<file path="config.mk">
export PLATFORM = sky130hd
export DESIGN_NAME = clk_tick_gen
export DESIGN_NICKNAME = d
export VERILOG_FILES = /design/src/rtl/clk_tick_pkg.sv /design/src/rtl/clk_tick_chan.sv /design/src/rtl/clk_tick_gen.sv
export SDC_FILE = /design/constraint.sdc
export NUM_CORES = 1
export LEC_CHECK = 0
export ABC_AREA = 1
export CAP_MARGIN = 30
export CORE_ASPECT_RATIO = 0.75
export CORE_MARGIN = 5
export CORE_UTILIZATION = 55
export CTS_BUF_LIST = sky130_fd_sc_hd__clkbuf_4 sky130_fd_sc_hd__clkbuf_8
export CTS_CLUSTER_SIZE = 10
export DETAILED_ROUTE_END_ITERATION = 10
export GPL_TIMING_DRIVEN = 0
export PLACE_DENSITY = 0.72
export SYNTH_ARGS = -nofsm -noshare
export SYNTH_HDL_FRONTEND = slang
export SYNTH_SLANG_ARGS = --single-unit
export TNS_END_PERCENT = 50
</file>
<file path="constraint.sdc">
create_clock -name clk_i -period 9 [get_ports clk_i]
set_input_delay 0.9 -clock clk_i [delete_from_list [all_inputs] [get_ports clk_i]]
set_output_delay 0.9 -clock clk_i [all_outputs]
set_load 0.01 [all_outputs]
</file>
<file path="src/rtl/clk_tick_pkg.sv">
// ---------------------------------------------------------------------------
// clk_tick_pkg
//
// Shared definitions for the multi-channel clock-enable generator.
//
// Contents:
//   PKG_DIV_W        default divisor / counter width in bits
//   PKG_DEFAULT_DIV  default divisor loaded into every channel at reset
//   ch_mode_e        what a channel does on a given rising edge
//   clamp_div()      maps raw divisor values 0 and 1 to an effective N of 1
// ---------------------------------------------------------------------------
package clk_tick_pkg;

  localparam int PKG_DIV_W       = 16;
  localparam int PKG_DEFAULT_DIV = 128;

  // Per-edge channel activity, in decreasing priority:
  //   CH_SYNC  realign: reload the counter and clear both outputs
  //   CH_HOLD  channel disabled: counter parked at N-1, outputs low
  //   CH_TERM  terminal count: emit a tick, toggle the square wave, reload
  //   CH_COUNT ordinary down-count
  typedef enum logic [1:0] {
    CH_HOLD  = 2'd0,
    CH_COUNT = 2'd1,
    CH_TERM  = 2'd2,
    CH_SYNC  = 2'd3
  } ch_mode_e;

  // A divisor of 0 or 1 both mean "tick every cycle". Callers with a
  // narrower divisor zero-extend into and truncate back out of 32 bits.
  function automatic logic [31:0] clamp_div(input logic [31:0] raw);
    return (raw < 32'd2) ? 32'd1 : raw;
  endfunction

endpackage

</file>
<file path="src/rtl/clk_tick_chan.sv">
// ---------------------------------------------------------------------------
// clk_tick_chan
//
// One channel of the clock-enable generator: a down-counter, the active
// divisor, a staged (pending) divisor, and the registered tick / square-wave
// outputs.
//
// Ports:
//   clk_i       oscillator clock
//   rst_i       asynchronous reset, active-high
//   en_i        run enable for this channel
//   sync_i      realign pulse (shared by all channels)
//   load_i      divisor write while the channel is disabled: apply at once
//   stage_i     divisor write while the channel is enabled: stage for later
//   val_i       divisor value accompanying load_i / stage_i
//   tick_o      one-cycle strobe every N enabled cycles
//   sq_o        square wave, period 2N, toggles on every tick
//   upd_pend_o  a staged divisor is waiting for the next terminal count
// ---------------------------------------------------------------------------
module clk_tick_chan
  import clk_tick_pkg::*;
#(
  parameter int DIV_W       = PKG_DIV_W,
  parameter int DEFAULT_DIV = PKG_DEFAULT_DIV
) (
  input  logic             clk_i,
  input  logic             rst_i,
  input  logic             en_i,
  input  logic             sync_i,
  input  logic             load_i,
  input  logic             stage_i,
  input  logic [DIV_W-1:0] val_i,
  output logic             tick_o,
  output logic             sq_o,
  output logic             upd_pend_o
);

  localparam logic [DIV_W-1:0] RST_DIV = DIV_W'(DEFAULT_DIV);
  localparam logic [DIV_W-1:0] RST_CNT = DIV_W'(DEFAULT_DIV - 1);
  localparam logic [DIV_W-1:0] ONE     = DIV_W'(1);

  logic [DIV_W-1:0] cnt_q, cnt_d;
  logic [DIV_W-1:0] div_q, div_d;
  logic [DIV_W-1:0] pend_q, pend_d;
  logic             upd_pend_q, upd_pend_d;
  logic             tick_q, tick_d;
  logic             sq_q, sq_d;

  // Divisor/pending state as seen after this edge's write is folded in.
  logic [DIV_W-1:0] divEff;
  logic [DIV_W-1:0] pendEff;
  logic             pendingEff;
  ch_mode_e         mode;

  // Effective N for a raw divisor value, at the channel's own width.
  function automatic logic [DIV_W-1:0] clampN(input logic [DIV_W-1:0] raw);
    return DIV_W'(clamp_div(32'(raw)));
  endfunction

  // Classify the coming edge. sync outranks everything so that a
  // realign never lets a terminal-count tick slip out on the same edge.
  always_comb begin
    mode = CH_COUNT;
    if (sync_i) begin
      mode = CH_SYNC;
    end else if (!en_i) begin
      mode = CH_HOLD;
    end else if (cnt_q == '0) begin
      mode = CH_TERM;
    end
  end

  // Next-state logic. A write on this edge is folded in first (divEff /
  // pendEff / pendingEff), then the mode decides what the counter does.
  // That ordering is what lets a write coinciding with sync take effect
  // immediately, while a write at a terminal count waits for the next one
  // so the tick on this edge still uses the old N.
  always_comb begin
    cnt_d      = cnt_q;
    div_d      = div_q;
    pend_d     = pend_q;
    upd_pend_d = upd_pend_q;
    tick_d     = 1'b0;
    sq_d       = sq_q;

    divEff     = div_q;
    pendEff    = pend_q;
    pendingEff = upd_pend_q;
    if (load_i) begin
      divEff     = val_i;
      pendingEff = 1'b0;
    end
    if (stage_i) begin
      pendEff    = val_i;
      pendingEff = 1'b1;
    end

    unique case (mode)
      CH_SYNC, CH_HOLD: begin
        // Nothing to wait for when realigning or parked: any staged value
        // becomes the active divisor right now.
        div_d      = pendingEff ? pendEff : divEff;
        cnt_d      = clampN(div_d) - ONE;
        pend_d     = pendEff;
        upd_pend_d = 1'b0;
        sq_d       = 1'b0;
      end
      CH_TERM: begin
        // A value staged on an earlier edge is applied here; one arriving
        // on this very edge is held for the following terminal count.
        tick_d     = 1'b1;
        sq_d       = ~sq_q;
        div_d      = upd_pend_q ? pend_q : divEff;
        cnt_d      = clampN(div_d) - ONE;
        upd_pend_d = 1'b0;
        if (stage_i) begin
          pend_d     = val_i;
          upd_pend_d = 1'b1;
        end
      end
      default: begin
        cnt_d      = cnt_q - ONE;
        div_d      = divEff;
        pend_d     = pendEff;
        upd_pend_d = pendingEff;
      end
    endcase
  end

  // State register. Reset discards any staged divisor and parks the
  // counter at DEFAULT_DIV-1 so the first tick lands on the N-th edge.
  always_ff @(posedge clk_i or posedge rst_i) begin
    if (rst_i) begin
      cnt_q      <= RST_CNT;
      div_q      <= RST_DIV;
      pend_q     <= '0;
      upd_pend_q <= 1'b0;
      tick_q     <= 1'b0;
      sq_q       <= 1'b0;
    end else begin
      cnt_q      <= cnt_d;
      div_q      <= div_d;
      pend_q     <= pend_d;
      upd_pend_q <= upd_pend_d;
      tick_q     <= tick_d;
      sq_q       <= sq_d;
    end
  end

  assign tick_o     = tick_q;
  assign sq_o       = sq_q;
  assign upd_pend_o = upd_pend_q;

endmodule

</file>
<file path="src/rtl/clk_tick_gen.sv">
// ---------------------------------------------------------------------------
// clk_tick_gen
//
// Multi-channel clock-enable generator. Each channel produces a one-cycle
// tick every N cycles and a 50%-duty square wave of period 2N; N can be
// rewritten at runtime without glitching the running period.
//
// Ports:
//   clk_i       oscillator clock
//   rst_i       asynchronous reset, active-high
//   en_i        per-channel run enable
//   sync_i      realign every channel (single-cycle pulse)
//   div_wr_i    divisor write strobe
//   div_ch_i    target channel of the write
//   div_val_i   new divisor (0 and 1 both mean N=1)
//   div_err_o   registered one-cycle pulse: write addressed a missing channel
//   tick_o      per-channel registered tick strobe
//   sq_o        per-channel registered square wave
//   upd_pend_o  per-channel "divisor staged, not yet applied"
// ---------------------------------------------------------------------------
module clk_tick_gen
  import clk_tick_pkg::*;
#(
  parameter int NUM_CH      = 4,
  parameter int DIV_W       = PKG_DIV_W,
  parameter int DEFAULT_DIV = PKG_DEFAULT_DIV,
  parameter int CH_W        = (NUM_CH > 1) ? $clog2(NUM_CH) : 1
) (
  input  logic              clk_i,
  input  logic              rst_i,
  input  logic [NUM_CH-1:0] en_i,
  input  logic              sync_i,
  input  logic              div_wr_i,
  input  logic [CH_W-1:0]   div_ch_i,
  input  logic [DIV_W-1:0]  div_val_i,
  output logic              div_err_o,
  output logic [NUM_CH-1:0] tick_o,
  output logic [NUM_CH-1:0] sq_o,
  output logic [NUM_CH-1:0] upd_pend_o
);

  logic              chValid;
  logic [NUM_CH-1:0] wrSel;
  logic [NUM_CH-1:0] loadSel;
  logic [NUM_CH-1:0] stageSel;
  logic              div_err_q, div_err_d;

  // When NUM_CH is not a power of two some select codes name no channel;
  // such writes are dropped and flagged instead.
  assign chValid = (32'(div_ch_i) < NUM_CH);

  // Address decode. A disabled channel takes the new divisor at once;
  // an enabled one stages it so its current period completes unchanged.
  for (genvar g = 0; g < NUM_CH; g++) begin : gen_ch
    assign wrSel[g]    = div_wr_i && chValid && (div_ch_i == CH_W'(g));
    assign loadSel[g]  = wrSel[g] && !en_i[g];
    assign stageSel[g] = wrSel[g] &&  en_i[g];

    clk_tick_chan #(
      .DIV_W       (DIV_W),
      .DEFAULT_DIV (DEFAULT_DIV)
    ) u_chan (
      .clk_i      (clk_i),
      .rst_i      (rst_i),
      .en_i       (en_i[g]),
      .sync_i     (sync_i),
      .load_i     (loadSel[g]),
      .stage_i    (stageSel[g]),
      .val_i      (div_val_i),
      .tick_o     (tick_o[g]),
      .sq_o       (sq_o[g]),
      .upd_pend_o (upd_pend_o[g])
    );
  end

  // The error flag is recomputed every edge, so it stays high for exactly
  // one cycle per bad write.
  assign div_err_d = div_wr_i && !chValid;

  always_ff @(posedge clk_i or posedge rst_i) begin
    if (rst_i) begin
      div_err_q <= 1'b0;
    end else begin
      div_err_q <= div_err_d;
    end
  end

  assign div_err_o = div_err_q;

endmodule

</file>
==> results of run 1 <==
==> Yosys cell counts (all sizes together) <==
library cell,number
a21oi,6
a22o,4
a31o,9
a31oi,1
and2,25
buf,61
clkbuf,25
clkinv,4
conb,1
dfrtp,172
dfstp,32
ha,4
inv,208
nand2,803
nand3,212
nand3b,7
nand4,49
nor2,229
nor3,4
nor4,1
o211ai,21
o21a,6
o21ai,93
o21bai,1
o221ai,2
o22ai,3
or2,22
xnor2,11
xor2,25
==> how the worst max path moves through the flow <==
stage / startpoint / endpoint / cells past startpoint
finish: div_wr_i / gen_ch[1].u_chan.cnt_q[10]$_DFF_PP0_ / 23
global route: div_wr_i / gen_ch[1].u_chan.cnt_q[10]$_DFF_PP0_ / 21
CTS: div_wr_i / gen_ch[1].u_chan.cnt_q[10]$_DFF_PP0_ / 23
detailed placement: div_wr_i / gen_ch[1].u_chan.cnt_q[10]$_DFF_PP0_ / 23
global placement: rst_i / gen_ch[3].u_chan.cnt_q[15]$_DFF_PP0_ / 2
floorplan: rst_i / gen_ch[0].u_chan.cnt_q[10]$_DFF_PP0_ / 1
==> sequential cells by signal (all words and copies together) (netlist names) <==
name                      flops
gen_ch.u_chan.upd_pend_o      4
gen_ch.u_chan.cnt_q          64
gen_ch.u_chan.sq_o            4
gen_ch.u_chan.tick_o          4
gen_ch.u_chan.pend_q         64
gen_ch.u_chan.div_q          64
==> worst max-delay path: stages <==
cell	delay, ns
sky130_fd_sc_hd__clkdlybuf4s50_1	0.68
sky130_fd_sc_hd__nand2_2	0.11
sky130_fd_sc_hd__nor2_4	0.16
sky130_fd_sc_hd__nand2_2	0.20
sky130_fd_sc_hd__o21ai_2	0.23
sky130_fd_sc_hd__buf_4	0.28
sky130_fd_sc_hd__nand3_1	0.09
sky130_fd_sc_hd__nand2_1	0.10
sky130_fd_sc_hd__nor2_1	0.05
sky130_fd_sc_hd__nand2_1	0.07
sky130_fd_sc_hd__nor2_1	0.04
sky130_fd_sc_hd__nand3_1	0.06
sky130_fd_sc_hd__nand3_1	0.13
sky130_fd_sc_hd__nand2_1	0.13
sky130_fd_sc_hd__buf_4	0.19
sky130_fd_sc_hd__ha_1	0.20
sky130_fd_sc_hd__inv_1	0.09
sky130_fd_sc_hd__nor3_2	0.31
sky130_fd_sc_hd__inv_1	0.09
sky130_fd_sc_hd__nor2_2	0.19
sky130_fd_sc_hd__nand2_1	0.08
sky130_fd_sc_hd__nand2_1	0.06
sky130_fd_sc_hd__nand2_1	0.04
==> metal layers <==
metal,vias to the layer above,share of wire
met2,574,0.43
met4,0,0.030
met1,6357,0.45
met5,-,0
met3,108,0.094
li1,6606,-
==> report_power, final <==
part | leakage (nW) | internal [W] | switching, W
clock | 0.424 | 0.000535 | 0.000419
combinational | 5.04 | 0.000369 | 0.000724
sequential | 2.47 | 0.00117 | 0.0000902
total | 7.94 | 0.00208 | 0.00123
==> layout make-up <==
type / count / area share
multi-input cells: 1539 / 0.4702
repair buffers: 35 / 0.02422
clock inverters: 3 / 0.001153
inverters: 212 / 0.05288
well taps: 331 / 0.02726
flip-flops and latches: 204 / 0.3387
clock buffers: 65 / 0.05065
plain buffers: 86 / 0.03492
==> kinds of logic (layout without fill, tap and decap cells) <==
group,count (synthesis),count (layout),share of synthesized area
simple gates,1352,1352,0.4315
compound gates,146,146,0.06608
buf+inv,298,401,0.09742
fa+ha+maj,4,4,0.003676
other cells,1,1,0.0002754
xor+xnor,36,36,0.02316
flops,204,204,0.3779
==> metrics by stage <==
stage | power (W) | setup slack [ns] | cell area [sq um] | std cells | TNS (ns)
final | 0.003310 | 4.964 | 15190 | 2475 | 0
after global routing | 0.003541 | 4.745 | 15190 | 2475 | 0
after CTS | 0.003305 | 5.035 | 15190 | 2475 | 0
after detailed placement | 0.002345 | 4.456 | 14400 | 2407 | 0
after global placement | 0.002321 | -0.4621 | 14370 | 2406 | -76.42
after floorplan | 0.002084 | 2.586 | 13610 | 2041 | 0
==> flow_metrics.tcl, run 1 <==
set metrics [dict create \
    hold_buffers 0 \
    filler_cells 2264 \
    die_w_microns 191.7 \
    floorplan.initialDensity 0.5636 \
    yosysWarnings 0 \
    drt_first_iter_violations 1273 \
    core_region_area_sq_mm 0.02416 \
    numCtsBuffers 37 \
    routed_wirelength_mm 42.07 \
    via_count 13650 \
    fmaxAchievable_ghz 0.2478 \
    clkTransAtPathRegs_ns 0.06 \
    whs_path_depth 1 \
    number_of_cells_produced_by_synthesis 2041 \
    postRouteAntennaNets 0 \
    run_status "finished, final reports clean" \
    met1_usage 0.4344 \
    syn_area_sq_mm 0.01361 \
    grt_max_degree 127 \
    clk_latency_ns 0.57 \
    grt-busiest-layer "met2" \
    number_of_antenna_violations_at_the_first_check_in_global_routing 0 \
    die_height_microns 146.3 \
    grt_setup_unrepaired "false" \
    port_buffers 34 \
    grt_remaining_overflow 0 \
    setup.reg_to_reg.worst_slack_ns 5.44 \
    gp_routability_congestion 0.9116 \
    drive_above_1_share 0.1194 \
    power-per-cell-area_mw_per_mm2 217.9 \
    grt_pass1_vias 13130 \
    global_route.usage.met2 0.4490 \
    tritoncts "yes" \
    detailedPlacementHpwl_mm 30.27 \
    post_synth_num_cell_types 46 \
    layout.cells.most_common "sky130_fd_sc_hd__nand2_1" \
    post_cts.repair.setup_buffers 0 \
    num-nets-final 2145 \
    hold_viol_final 0 \
    post-route-drc-count 0 \
    die_area_sq_mm 0.02803 \
    min_period_ns 4.036 \
    r2r.worst_path.cells 16 \
    clkSinkCount 204 \
    timing.critical_path.to_type "register" \
    min-delay-start "gen_ch[3].u_chan.sq_o$_DFFE_PP0N_" \
    met3_capacity_usage_during_global_routing 0.07232 \
    syn-num-nets 2071 \
    ys_seq_area_frac 0.3779 \
    post-route-period-util 0.4484 \
    register_area_sq_mm 0.005145 \
    synth.top_cells.by_area "sky130_fd_sc_hd__dfrtp_1 (32%), sky130_fd_sc_hd__nand2_1 (22%), sky130_fd_sc_hd__nand3_1 (7.6%)" \
    power.static_leakage_nw 7.936 \
    grtUsageTotal 0.3016 \
    rows 49 \
    finish.utilization 0.6289 \
    drtPass1Iterations 7 \
    top_level_ports 39 \
    relative_max_transition_margin 0.4615 \
    timing.final.max_slew_violations 0 \
    arrival_ns 4.49 \
    cp-start-kind "input port" \
    timing_worst_slew_pin_value_ns 0.8077 \
    path_max_fanout 11 \
    avgRoutedWirePerCell_microns 17.00 \
    startpoint_of_the_worst_register_to_register_path "gen_ch[2].u_chan.cnt_q[15]$_DFF_PP0_" \
    multi_input_comb_area_sq_mm 0.007143 \
    critPathRequiredTime_ns 9.45 \
    cts-root-to-sink-buffers 3 \
    htreeDepth 2 \
    worst_hold_slack_ns 0.4924 \
    root_buffer "sky130_fd_sc_hd__clkbuf_8" \
    worst-setup-path-type "input port to register" \
    vias_per_cell 5.513 \
    hold_class "register to register" \
    worst_clock_skew_ns 0.02394 \
    synthesized_area_divided_by_synthesized_cell_count_sq_um 6.670 \
    finalSetupViolCount 0 \
    yosys.area.top_type_share 0.3161 \
    layout-area-overhead-vs-synth_pct 11.58 \
    worst_case_vdd_ir_drop_mv 0.1571 \
    cts_resized 0 \
    min_to "gen_ch[3].u_chan.sq_o$_DFFE_PP0N_" \
    mostFrequentLayoutCells "sky130_fd_sc_hd__nand2_1 (792), sky130_fd_sc_hd__nand3_1 (206), sky130_fd_sc_hd__inv_1 (199)" \
    synth-seq-cells 204 \
    r2r_end "gen_ch[2].u_chan.cnt_q[14]$_DFF_PP0_" \
    maxCapViolCount 0 \
    antenna-diode-count 0 \
    yosys.area.top_type "sky130_fd_sc_hd__dfrtp_1" \
    grt_pass1_wl_mm 67.71 \
]
Power figures use the tool's default switching activity.
==> run 2, diff against run 1 <==
clock period = 3.8 ns   (was 9 ns; I/O delays follow)
==> run 2 against run 1 <==
Effect of this change:
- flip-flop and latch count is the same
- global-route usage shrank 0.85 points
- sequential power grew 140%
- sequential share of layout area shrank 0.29 points
- utilization grew 0.54 points
- count of clock-buffer cells in the layout shrank 5
- largest cell class unchanged
==> flow_metrics.tcl, run 2 (same netlist as run 1, synthesis figures left out) <==
set metrics [dict create \
    run_status "finished, final reports clean" \
    mostFrequentLayoutCells "sky130_fd_sc_hd__nand2_1 (791), sky130_fd_sc_hd__nand3_1 (206), sky130_fd_sc_hd__inv_1 (199)" \
    top_level_ports 39 \
    drive_above_1_share 0.1216 \
    finalSetupViolCount 0 \
    die_area_sq_mm 0.02803 \
    floorplan.initialDensity 0.5636 \
    startpoint_of_the_worst_register_to_register_path "gen_ch[0].u_chan.upd_pend_o$_DFF_PP0_" \
    avgRoutedWirePerCell_microns 16.62 \
    post_cts.repair.setup_buffers 0 \
    antenna-diode-count 0 \
    relative_max_transition_margin 0.5509 \
    timing.final.max_slew_violations 0 \
    timing_worst_slew_pin_value_ns 0.6737 \
    rows 49 \
    detailedPlacementHpwl_mm 30.31 \
    postRouteAntennaNets 0 \
    drtPass1Iterations 6 \
    post-route-drc-count 0 \
    r2r.worst_path.cells 23 \
    grt_pass1_wl_mm 66.27 \
    power.static_leakage_nw 7.980 \
    worst_case_vdd_ir_drop_mv 0.3475 \
    clkSinkCount 204 \
    r2r_end "gen_ch[0].u_chan.cnt_q[14]$_DFF_PP0_" \
    cell_area_after_placement_sq_mm 0.01449 \
    root_buffer "sky130_fd_sc_hd__clkbuf_8" \
    cp-start-kind "input port" \
    via_count 13650 \
    cts-root-to-sink-buffers 3 \
    hold_class "input port to async pin" \
    gp_routability_congestion 0.9307 \
    cts_resized 0 \
    layout-area-overhead-vs-synth_pct 12.54 \
    drt_first_iter_violations 1237 \
    maxCapViolCount 0 \
    layout.cells.most_common "sky130_fd_sc_hd__nand2_1" \
    die_height_microns 146.3 \
    grt_setup_unrepaired "false" \
    hold_buffers 0 \
    tritoncts "yes" \
    critPathRequiredTime_ns 4.24 \
    hold_viol_final 0 \
    htreeDepth 2 \
    largest_registers "gen_ch.u_chan.cnt_q x64, gen_ch.u_chan.div_q x64, gen_ch.u_chan.pend_q x64" \
    setup.reg_to_reg.worst_slack_ns 0.34 \
    setup-tns-final_ns 0 \
    grtUsageTotal 0.2931 \
    die_w_microns 191.7 \
    fmaxAchievable_ghz 0.2889 \
    core_region_area_sq_mm 0.02416 \
    num-nets-final 2149 \
    grt_max_degree 40 \
    post-route-period-util 0.9108 \
    routed_wirelength_mm 41.18 \
    timing.critical_path.to_type "register" \
    numCtsBuffers 36 \
    grt_pass1_vias 12960 \
    clk_latency_ns 0.55 \
    filler_cells 2223 \
    worst_clock_skew_ns 0.02126 \
    vias_per_cell 5.508 \
    arrival_ns 3.90 \
    grt_remaining_overflow 0 \
    clkTransAtPathRegs_ns 0.07 \
    worst-setup-path-type "input port to register" \
    final_area_sq_mm 0.01532 \
    min_period_ns 3.461 \
    port_buffers 34 \
    path_max_fanout 11 \
    power-per-cell-area_mw_per_mm2 515.4 \
    number_of_antenna_violations_at_the_first_check_in_global_routing 1 \
]
==> run 2: changes by cell type in the layout (fill, tap and decap cells not counted), sizes merged <==
cell,delta
clkinvlp,+3
inv,-1
clkbuf,-5
buf,+5
bufinv,+1
==> run 2: metal layers <==
| metal | global-route usage | vias to the layer above | part of all wire |
|---|---|---|---|
| met5 | 0 | - | 0 |
| li1 | - | 6587 | - |
| met2 | 0.4444 | 625 | 0.44 |
| met1 | 0.4280 | 6330 | 0.45 |
| met4 | 0.08973 | 0 | 0.027 |
| met3 | 0.05370 | 106 | 0.087 |
==> run 2: metrics by stage <==
step	setup slack (ns)	hold WS, ns	cells	util	power (W)
after floorplan	0.8018	0.4586	2041	-	0.004936
after global placement	-1.005	0.4747	2406	0.5950	0.005480
after detailed placement	-0.1659	0.4800	2412	0.6000	0.005549
after CTS	0.3056	0.2076	2478	0.6341	0.007899
after global routing	0.03563	0.2432	2478	0.6343	0.008441
final	0.3388	0.2130	2478	0.6343	0.007897
==> run 2: where the power goes <==
group | total [W] | internal [W] | switching (W)
combinational | 0.00257 | 0.000884 | 0.00169
sequential | 0.00299 | 0.00278 | 0.000216
clock | 0.00233 | 0.00134 | 0.000991
total | 0.00790 | 0.00500 | 0.00290
==> run 2: worst max-delay path by stage <==
stage	startpoint	endpoint	slack, ns	cells past startpoint
after floorplan	rst_i	gen_ch[0].u_chan.cnt_q[10]$_DFF_PP0_	0.80	1
after CTS	gen_ch[2].u_chan.cnt_q[12]$_DFF_PP0_	gen_ch[2].u_chan.cnt_q[12]$_DFF_PP0_	0.31	16
after global placement	rst_i	gen_ch[0].u_chan.sq_o$_DFFE_PP0N_	-1.01	2
after detailed placement	div_wr_i	gen_ch[1].u_chan.cnt_q[10]$_DFF_PP0_	-0.17	23
after global routing	div_wr_i	gen_ch[1].u_chan.cnt_q[10]$_DFF_PP0_	0.04	23
final	div_wr_i	gen_ch[1].u_chan.cnt_q[10]$_DFF_PP0_	0.34	23
==> run 2: layout make-up <==
type                       count  area [sq um]  area share
inverter                     212         803.3     0.05243
buffer                        86         530.5     0.03462
clock inverter                 6         60.06    0.003920
timing repair buffer          40         460.4     0.03005
sequential                   204          5145      0.3358
multi-input combinational   1539          7146      0.4664
clock buffer                  60         763.2     0.04981
tap                          331         414.1     0.02703
==> run 2: worst max-delay path, stage by stage <==
cell and delay, ns:
sky130_fd_sc_hd__clkdlybuf4s50_1 0.67, sky130_fd_sc_hd__nand2_2 0.11, sky130_fd_sc_hd__nor2_4 0.16, sky130_fd_sc_hd__nand2_2 0.20, sky130_fd_sc_hd__o21ai_2 0.23, sky130_fd_sc_hd__buf_4 0.28, sky130_fd_sc_hd__nand3_1 0.08, sky130_fd_sc_hd__nand2_1 0.10
sky130_fd_sc_hd__nor2_1 0.04, sky130_fd_sc_hd__nand2_1 0.08, sky130_fd_sc_hd__nor2_1 0.06, sky130_fd_sc_hd__nand3_1 0.06, sky130_fd_sc_hd__nand3_1 0.12, sky130_fd_sc_hd__nand2_1 0.13, sky130_fd_sc_hd__buf_4 0.19, sky130_fd_sc_hd__ha_1 0.20
sky130_fd_sc_hd__inv_1 0.09, sky130_fd_sc_hd__nor3_2 0.30, sky130_fd_sc_hd__inv_1 0.09, sky130_fd_sc_hd__nor2_2 0.15, sky130_fd_sc_hd__nand2_1 0.07, sky130_fd_sc_hd__nand2_1 0.06, sky130_fd_sc_hd__nand2_1 0.04
